## src/rtl/tick_gen_if.sv

```systemverilog
// Stimulus/response bundle for tick_gen: switches and raw button in,
// tick strobe and conditioned button signals out.
interface tick_gen_if;
    logic [2:0] i_sw;
    logic       i_btn;
    logic       o_valid;
    logic       o_btn;
    logic       o_btn_press;

    modport master (
        output i_sw,
        output i_btn,
        input  o_valid,
        input  o_btn,
        input  o_btn_press
    );

    modport slave (
        input  i_sw,
        input  i_btn,
        output o_valid,
        output o_btn,
        output o_btn_press
    );
endinterface

```

## src/rtl/tick_gen.sv

```systemverilog
// Tick strobe generator with four selectable periods, plus a two-flop
// synchronized, counter-debounced button with a rising-edge press pulse.
module tick_gen #(
    parameter int unsigned NB_COUNT   = 32,
    parameter int unsigned RATE0      = 2**23,
    parameter int unsigned RATE1      = 2**24,
    parameter int unsigned RATE2      = 2**25,
    parameter int unsigned RATE3      = 2**26,
    parameter int unsigned NB_DEB     = 20,
    parameter int unsigned DEB_CYCLES = 2**19
) (
    input  logic       clock,
    input  logic       i_reset,
    tick_gen_if.slave  bus
);

    localparam logic [NB_COUNT-1:0] LAST0    = NB_COUNT'(RATE0 - 1);
    localparam logic [NB_COUNT-1:0] LAST1    = NB_COUNT'(RATE1 - 1);
    localparam logic [NB_COUNT-1:0] LAST2    = NB_COUNT'(RATE2 - 1);
    localparam logic [NB_COUNT-1:0] LAST3    = NB_COUNT'(RATE3 - 1);
    localparam logic [NB_DEB-1:0]   DEB_LAST = NB_DEB'(DEB_CYCLES - 1);

    logic [NB_COUNT-1:0] cnt_q, cnt_d;
    logic [NB_COUNT-1:0] lim_last;
    logic                valid_q, valid_d;
    logic                sync1_q, sync2_q;
    logic [NB_DEB-1:0]   deb_q, deb_d;
    logic                btn_q, btn_d;
    logic                press_q, press_d;

    always_comb begin
        lim_last = LAST0;
        case (bus.i_sw[2:1])
            2'd0:    lim_last = LAST0;
            2'd1:    lim_last = LAST1;
            2'd2:    lim_last = LAST2;
            default: lim_last = LAST3;
        endcase
    end

    // >= rather than == so a drop to a shorter period wraps at once
    // instead of running the counter all the way around.
    always_comb begin
        cnt_d   = cnt_q + NB_COUNT'(1);
        valid_d = 1'b0;
        if (!bus.i_sw[0]) begin
            cnt_d = '0;
        end else if (cnt_q >= lim_last) begin
            cnt_d   = '0;
            valid_d = 1'b1;
        end
    end

    always_comb begin
        deb_d   = deb_q;
        btn_d   = btn_q;
        press_d = 1'b0;
        if (sync2_q == btn_q) begin
            deb_d = '0;
        end else if (deb_q == DEB_LAST) begin
            deb_d   = '0;
            btn_d   = sync2_q;
            press_d = sync2_q;
        end else begin
            deb_d = deb_q + NB_DEB'(1);
        end
    end

    always_ff @(posedge clock or posedge i_reset) begin
        if (i_reset) begin
            cnt_q   <= '0;
            valid_q <= 1'b0;
            sync1_q <= 1'b0;
            sync2_q <= 1'b0;
            deb_q   <= '0;
            btn_q   <= 1'b0;
            press_q <= 1'b0;
        end else begin
            cnt_q   <= cnt_d;
            valid_q <= valid_d;
            sync1_q <= bus.i_btn;
            sync2_q <= sync1_q;
            deb_q   <= deb_d;
            btn_q   <= btn_d;
            press_q <= press_d;
        end
    end

    assign bus.o_valid     = valid_q;
    assign bus.o_btn       = btn_q;
    assign bus.o_btn_press = press_q;

endmodule

```

## src/flat_wrapper.sv

```systemverilog
// flat-port wrapper written by rule: the top's interface ports become plain ports
module tick_gen_flat 
#(
    parameter int unsigned NB_COUNT   = 32,
    parameter int unsigned RATE0      = 2**23,
    parameter int unsigned RATE1      = 2**24,
    parameter int unsigned RATE2      = 2**25,
    parameter int unsigned RATE3      = 2**26,
    parameter int unsigned NB_DEB     = 20,
    parameter int unsigned DEB_CYCLES = 2**19
)
  (clock, i_reset, bus_i_sw, bus_i_btn, bus_o_valid, bus_o_btn, bus_o_btn_press);
  tick_gen_if bus_i ();
  input  logic clock;
  input  logic i_reset;
  input wire logic [$bits(bus_i.i_sw)-1:0] bus_i_sw;
  input wire logic [$bits(bus_i.i_btn)-1:0] bus_i_btn;
  output wire logic [$bits(bus_i.o_valid)-1:0] bus_o_valid;
  output wire logic [$bits(bus_i.o_btn)-1:0] bus_o_btn;
  output wire logic [$bits(bus_i.o_btn_press)-1:0] bus_o_btn_press;
  assign bus_i.i_sw = bus_i_sw;
  assign bus_i.i_btn = bus_i_btn;
  assign bus_o_valid = bus_i.o_valid;
  assign bus_o_btn = bus_i.o_btn;
  assign bus_o_btn_press = bus_i.o_btn_press;
  tick_gen #(.NB_COUNT(NB_COUNT), .RATE0(RATE0), .RATE1(RATE1), .RATE2(RATE2), .RATE3(RATE3), .NB_DEB(NB_DEB), .DEB_CYCLES(DEB_CYCLES)) u_core (.clock(clock), .i_reset(i_reset), .bus(bus_i));
endmodule
```

## config.mk

```make
export PLATFORM = sky130hd
export DESIGN_NAME = tick_gen_flat
export DESIGN_NICKNAME = d
export VERILOG_FILES = /design/src/rtl/tick_gen_if.sv /design/src/rtl/tick_gen.sv /design/src/flat_wrapper.sv
export SDC_FILE = /design/constraint.sdc
export NUM_CORES = 1
export LEC_CHECK = 0
export ABC_AREA = 1
export ABC_CLOCK_PERIOD_IN_PS = 2460
export CAP_MARGIN = 20
export CELL_PAD_IN_SITES_DETAIL_PLACEMENT = 0
export CELL_PAD_IN_SITES_GLOBAL_PLACEMENT = 1
export CORE_ASPECT_RATIO = 1.2
export CORE_MARGIN = 2
export CORE_UTILIZATION = 40
export DETAILED_ROUTE_END_ITERATION = 8
export PLACE_DENSITY = 0.7
export SYNTH_ARGS = -nofsm -noshare
export SYNTH_HDL_FRONTEND = slang
export SYNTH_SLANG_ARGS = --single-unit
```

## constraint.sdc

```tcl
create_clock -name clock -period 2.46 [get_ports clock]
set_clock_uncertainty 0.2 [all_clocks]
set_input_delay 0.246 -clock clock [delete_from_list [all_inputs] [get_ports clock]]
set_output_delay 0.246 -clock clock [all_outputs]
set_load 0.1 [all_outputs]
```

==> Flow_metrics.wiki, run 1 <==
{| class="wikitable"
! Metric !! Value
|-
| Yosys reg bits || 57
|-
| Setup slack on the worst flop-to-flop path || between 0.5 and 0.6 ns
|-
| Width of the chip || 85.7 um
|-
| End of the worst register-to-register path || u_core.cnt_q[18]
|-
| Unrepaired setup endpoints after global routing || no
|-
| Uppermost signal routing layer after detailed routing || met4
|-
| Hold Vio Cnt, Final || 0
|-
| Vert. Die Dim || approximately 100 um
|-
| Total standard cell area after synthesis || ~3200 um^2
|-
| Max-slew violation count || 0
|-
| Final critical-path setup slack || just over 0.5 ns
|-
| Placer congestion estimate || approximately 0.83
|-
| Primary FF master, synth || dfrtp_1
|-
| I/O pin count || 9
|-
| Number of hold buffers added after CTS || 0
|-
| Yosys top cell by area || dfrtp_1
|-
| Ratio of final minimum period to clock period || 0.791
|-
| Aggregate negative setup slack || 0 ns
|-
| Site row count || 35
|-
| Number of I/O port buffers || 8
|-
| Final count of negative-setup-slack endpoints || 0
|-
| Detailed-placement wirelength estimate || 5110 um
|-
| Data required time of the critical path || between 2 and 2.5 ns
|-
| Cell with the most instances after synthesis || nand2_1
|-
| Layout fillers || a little over 800
|-
| Clk sink count || between 50 and 60
|-
| Area of the die || just under 9000 um^2
|-
| WL met3 || between 90 and 100 um
|-
| Final worst path period need || around 1.9 ns
|-
| Antenna violations before repair || 0
|-
| Area grow syn2layout || 12.6%
|-
| Sort of element at the start of the critical path || input pin
|-
| Number of max-cap violations || 0
|-
| Via-to-Cell Ratio || 4.76
|-
| Gr ovfl total || 0
|-
| All-Layer GR Usage || 0.179
|-
| Wire length of the first global-routing pass || 12100 um
|-
| Critical Path AT || approximately 2.0 ns
|-
| Number of setup buffers added after CTS || 0
|-
| Initial Util || 0.414
|-
| Kind of path behind the tightest hold check || input pin to async pin
|-
| Clock Tree Buf Depth || 2
|-
| Clock slew at reported path FFs || around 0.07 ns
|-
| Critical Path End Type || flop
|-
| Post_cts resized || 0
|-
| Met2 routed wirelength || about 3600 um
|-
| Routed metal-1 wire length || between 3000 and 4000 um
|-
| Cell depth of the worst flop-to-flop path || 8
|-
| Average wire per standard cell || roughly 13 um
|-
| Post-route DRC || 0
|-
| Overall via count from detail_route || between 2000 and 3000
|-
| Mean area per synthesized cell || between 7 and 8 um^2
|-
| Root Driver || clkbuf_8
|-
| Synth top area share || 0.445
|-
| Number of global-route vias before repair || about 2700
|-
| Count of unique library cells instantiated by Yosys || 32
|-
| Asr flop ratio synth || 1.00
|-
| Share of the yosys chip area belonging to registers || 0.445
|-
| Achievable frequency || 0.514 GHz
|-
| Pin count of the biggest net entering global routing || between 40 and 50
|-
| DRT Pass-1 Iters || 6
|-
| Total Routed Length || 6960 um
|-
| Result of the run || completed
|-
| Floorplan core area || ~7800 um^2
|-
| Number of flops mapped to enable cells by yosys || 0
|-
| Total power density per cell area || approximately 520 nW/um^2
|-
| Total of warnings raised by yosys || 0
|-
| Cells after synthesis || 420
|-
| Inserted Clock Buffers || 9
|-
| TritonCTS clock tree || yes
|-
| Most frequent cells after synthesis || 105 x nand2_1, 92 x nor2_1, 57 x dfrtp_1, 44 x nand3_1, 38 x inv_1
|-
| Critical-path maximum fanout || 27
|-
| Dpl ws || 0.164 ns
|-
| Final layout net count || between 400 and 500
|-
| Share of layout cells above drive strength 1 || 0.122
|-
| Insertion delay of the later-clocked pin in the worst-skew pair || ~0.33 ns
|-
| DRC marker count from the first detailed-route iteration || around 70
|-
| Startpoint of the worst-slack reg-to-reg timing path || u_core.cnt_q[24]
|-
| Antenna cell count || 0
|-
| Category of the critical setup timing path || input pin to flop
|-
| Maximum vdd ir drop || 0.233 mV
|-
| H-tree depth || 3
|-
| Final antenna-violating net count || 0
|-
| Leak || 1.54 nW
|-
| Most area-consuming cells after synthesis || dfrtp_1 44%, nand2_1 12%, nor2_1 11%
|}
## state kept, by name, summed over array words and instances (netlist names)
| name | cells |
|---|---|
| u_core.bus.o_btn | 1 |
| u_core.deb_q | 20 |
| u_core.sync1_q | 1 |
| u_core.bus.o_valid | 1 |
| u_core.bus.o_btn_press | 1 |
| u_core.sync2_q | 1 |
| u_core.cnt_q | 32 |
## worst max-delay path: stages
cell	delay (ns)
clkdlybuf4s50_1	0.49
nand2_1	0.06
ha_1	0.28
nand2_1	0.05
nor3_1	0.12
nand2_1	0.11
nor2_2	0.14
nand2_4	0.09
nand2_8	0.25
nor2_1	0.10
## area by class of cell
class	instances	area, um^2	share of cell area
Multi-Input combinational cell	324	1610	0.446
Sequential cell	57	1430	0.395
Clock buffer	12	165	0.0457
Inverter	39	146	0.0405
Timing Repair Buffer	13	123	0.0340
Tap cell	92	115	0.0319
Clock inverter	4	26.3	0.00728
## logic make-up after synthesis
kind of cell / synth area share
buf+inv: 0.0578
simple gates: 0.404
other cells: 0.00117
xor+xnor: 0.0273
fa+ha+maj: 0.0195
flops: 0.445
compound gates: 0.0453
## stage by stage
step | instances | utilization | total power, W | area, um^2 | hold WS (ns)
after global routing | 541 | 0.466 | 0.00196 | 3610 | 0.0429
after detailed placement | 525 | 0.441 | 0.00106 | 3420 | 0.140
after global placement | 525 | 0.441 | 0.00106 | 3420 | 0.134
after CTS | 541 | 0.466 | 0.00190 | 3610 | 0.0168
final | 541 | 0.466 | 0.00187 | 3610 | 0.0166
after floorplan | 424 | - | 0.00102 | 3220 | 0.0774
## layer usage
layer	up-vias	global-route usage
li1	1361	-
met3	8	0.0355
met2	23	0.322
met5	-	0
met1	1183	0.204
met4	0	0.0855
## worst max-delay path by stage
stage                startpoint                to  slack, ns  cells after the start
6_report            bus_i_sw[2]  u_core.cnt_q[18]       0.51                     10
5_1_grt         u_core.deb_q[0]  u_core.deb_q[18]       0.35                      7
4_1_cts         u_core.deb_q[0]  u_core.deb_q[11]       0.51                      6
3_5_place_dp        bus_i_sw[2]  u_core.cnt_q[14]       0.16                     10
3_3_place_gp        bus_i_sw[2]  u_core.cnt_q[12]       0.22                     10
2_1_floorplan  u_core.bus.o_btn   u_core.deb_q[8]       0.50                      3
## placed cells by master (no fill, tap or decap), types with 6 or more instances in the layout
cell / n
a21oi_1: 10
buf_4: 7
clkbuf_8: 12
dfrtp_1: 57
inv_1: 37
nand2_1: 105
nand3_1: 44
nor2_1: 92
nor2_2: 6
nor2_4: 11
o21bai_1: 6
xor2_1: 6
## power breakdown
part | internal [W] | total, W | leakage, nW | switching (W)
Combinational | 0.0000246 | 0.0000831 | 0.667 | 0.0000585
Clock | 0.000446 | 0.000834 | 0.0984 | 0.000388
Sequential | 0.000948 | 0.000954 | 0.776 | 0.00000595
Total | 0.00142 | 0.00187 | 1.54 | 0.000452
Note: power is estimated with default switching activity, not from simulation.
==> inputs of run 2 (changes only) <==
- ABC_CLOCK_PERIOD_IN_PS: 2460 -> 1750
- PLACE_DENSITY: 0.7 -> 0.72
- clock period: 2.46 -> 1.75 ns (I/O delays scaled with it)
==> run 2 against run 1 <==
Against the previous run: the flow now finishes with violations (negative setup slack); global-route usage grew 1.3 points; clock power grew 68%; cell count grew 4.8%; worst setup slack lost 0.59 ns; first-iteration DRC count shrank 12%; register-to-register slack lost 0.59 ns; largest power group is now clock.
==> Flow_metrics.wiki, run 2 (synthesis gave the netlist of run 1 again) <==
{| class="wikitable"
! Metric !! Value
|-
| Post-route DRC || 0
|-
| Largest registers in the final layout || u_core.cnt_q (32), u_core.deb_q (20)
|-
| Antenna cell count || 0
|-
| Unrepaired setup endpoints after global routing || yes
|-
| Total power density per cell area || 711 nW/um^2
|-
| Hold Vio Cnt, Final || 0
|-
| Vert. Die Dim || 102 um
|-
| Cell Area, Placed || around 3600 um^2
|-
| Clock slew at reported path FFs || 0.07 ns
|-
| Final antenna-violating net count || 0
|-
| Number of flip-flops under the largest register name || 32
|-
| Reg with most FFs || u_core.cnt_q
|-
| Top library cells by usage in the layout, fill and taps aside || 103 x nand2_1, 76 x nor2_1, 56 x dfrtp_1
|-
| Aggregate negative setup slack || -1.33 ns
|-
| Ordered cell list for the critical path || ha_4 > nand2_2 > nor3_2 > nand2_1 > nor2_2 > nand2_4 > nand2_8 > nor2_1
|-
| Achievable frequency || ~0.55 GHz
|-
| Insertion delay of the later-clocked pin in the worst-skew pair || around 0.33 ns
|-
| Placed cell count || about 550
|-
| Placer congestion estimate || between 0.8 and 0.9
|-
| Result of the run || complete, but fails checks
|-
| Final layout net count || between 400 and 500
|-
| Layout fillers || between 700 and 800
|-
| Site row count || 35
|-
| Maximum vdd ir drop || 0.372 mV
|-
| DRC marker count from the first detailed-route iteration || 60
|-
| Floorplan core area || about 7800 um^2
|-
| Failing checks || negative setup slack
|-
| Total Routed Length || roughly 7500 um
|-
| Final critical-path setup slack || -0.0713 ns
|-
| Gr ovfl total || 0
|-
| Number of I/O port buffers || 8
|-
| Via-to-Cell Ratio || between 4 and 5
|-
| Initial Util || 0.414
|-
| Average wire per standard cell || roughly 13 um
|-
| Final worst path period need || around 1.8 ns
|-
| Width of the chip || 85.7 um
|-
| Critical Path End Type || flop
|-
| I/O pin count || 9
|-
| Cell depth of the worst flop-to-flop path || 8
|-
| Number of cells on the worst hold path || 1
|-
| Clock Tree Buf Depth || 2
|-
| Largest incremental delay on the critical path || ~0.42 ns
|-
| Final count of negative-setup-slack endpoints || 28
|-
| Leak || about 1.7 nW
|-
| Pin count of the biggest net entering global routing || 35
|-
| Area of the die || slightly below 9000 um^2
|-
| Ratio of final minimum period to clock period || 1.04
|-
| Area grow syn2layout || 26.3%
|-
| Library cell contributing the largest single delay on the critical path || dfrtp_1
|-
| DRT Pass-1 Iters || 6
|-
| Number of max-cap violations || 0
|-
| Number of global-route vias before repair || between 2000 and 3000
|-
| Critical Path AT || ~1.8 ns
|-
| Sort of element at the start of the critical path || flop
|-
| Category of the critical setup timing path || flop to flop
|-
| Wire length of the first global-routing pass || between 10000 and 15000 um
|-
| Share of layout cells above drive strength 1 || 0.219
|-
| Antenna violations before repair || 0
|-
| Total power consumption of the routed design || between 0.002 and 0.003 W
|-
| Most common cell after layout, fill and taps aside || nand2_1
|-
| TritonCTS clock tree || yes
|-
| Detailed-placement wirelength estimate || 5200 um
|-
| All-Layer GR Usage || 0.192
|-
| Max-slew violation count || 0
|-
| Critical-path maximum fanout || 7
|-
| Kind of path behind the tightest hold check || input pin to flop
|-
| Inserted Clock Buffers || 9
|-
| Root Driver || clkbuf_8
|-
| Design Area, Final || slightly above 4000 um^2
|-
| Clk sink count || 57
|-
| Data required time of the critical path || between 1.5 and 2 ns
|-
| Post-route non-filler standard cell count || ~570
|-
| H-tree depth || 3
|-
| Hold slack final || ~0.084 ns
|-
| Overall via count from detail_route || ~2700
|}
-- run 2: final timing paths --
kind / startpoint / endpoint / slack, ns
setup / recovery: u_core.cnt_q[25] / u_core.cnt_q[24] / -0.07
hold / removal: bus_i_btn / u_core.sync1_q / 0.08
setup reg to reg: u_core.cnt_q[25] / u_core.cnt_q[24] / -0.07
hold reg to reg: u_core.sync1_q / u_core.sync2_q / 0.15
max in group asynchronous: i_reset / u_core.bus.o_btn / 0.36
min in group asynchronous: i_reset / u_core.bus.o_valid / 0.52
-- run 2: area by class of cell --
cell class	count	area, um^2	share of cell area
well taps	92	115	0.0284
repair buffers	36	350	0.0865
inverters	39	150	0.0371
multi-input cells	327	1780	0.441
clock buffers	11	141	0.0349
flip-flops and latches	57	1430	0.353
clock inverters	5	80.1	0.0198
-- run 2: power by group --
part           internal, W  switching [W]  leakage, nW
Clock             0.000839       0.000557        0.106
Combinational    0.0000504      0.0000926        0.812
Sequential         0.00133     0.00000849        0.774
Total              0.00222       0.000658         1.69
-- run 2: routing by layer --
layer | vias to the layer above | track usage | share of wire
li1 | 1428 | - | -
met1 | 1273 | 0.239 | 0.46
met2 | 20 | 0.334 | 0.50
met3 | 13 | 0.0242 | 0.015
met4 | 0 | 0.0867 | 0.023
met5 | - | 0 | 0
-- run 2: critical path: cells and delay by family (launching register included) --
family	cells	cell delay, ns
adder cells (fa/ha/maj)	1	0.29
AND/OR/NAND/NOR	7	0.80
flip-flops	1	0.42
-- run 2: what timing repair did --
item / 4_1_cts / 5_1_grt
pin swaps: 21 / 13
setup buffers: 1 / 1
gates resized for setup: 13 / 22
hold buffers: 1 / 0
setup endpoints to repair: 32 / 41
hold endpoints to repair: 11 / 0
gates cloned: 3 / 0
-- run 2: per-stage QoR --
step	setup slack, ns	util
CTS	-0.0775	0.510
floorplan	-0.00186	-
finish	-0.0713	0.522
global route	-0.166	0.522
global placement	-0.413	0.466
detailed placement	-0.469	0.466
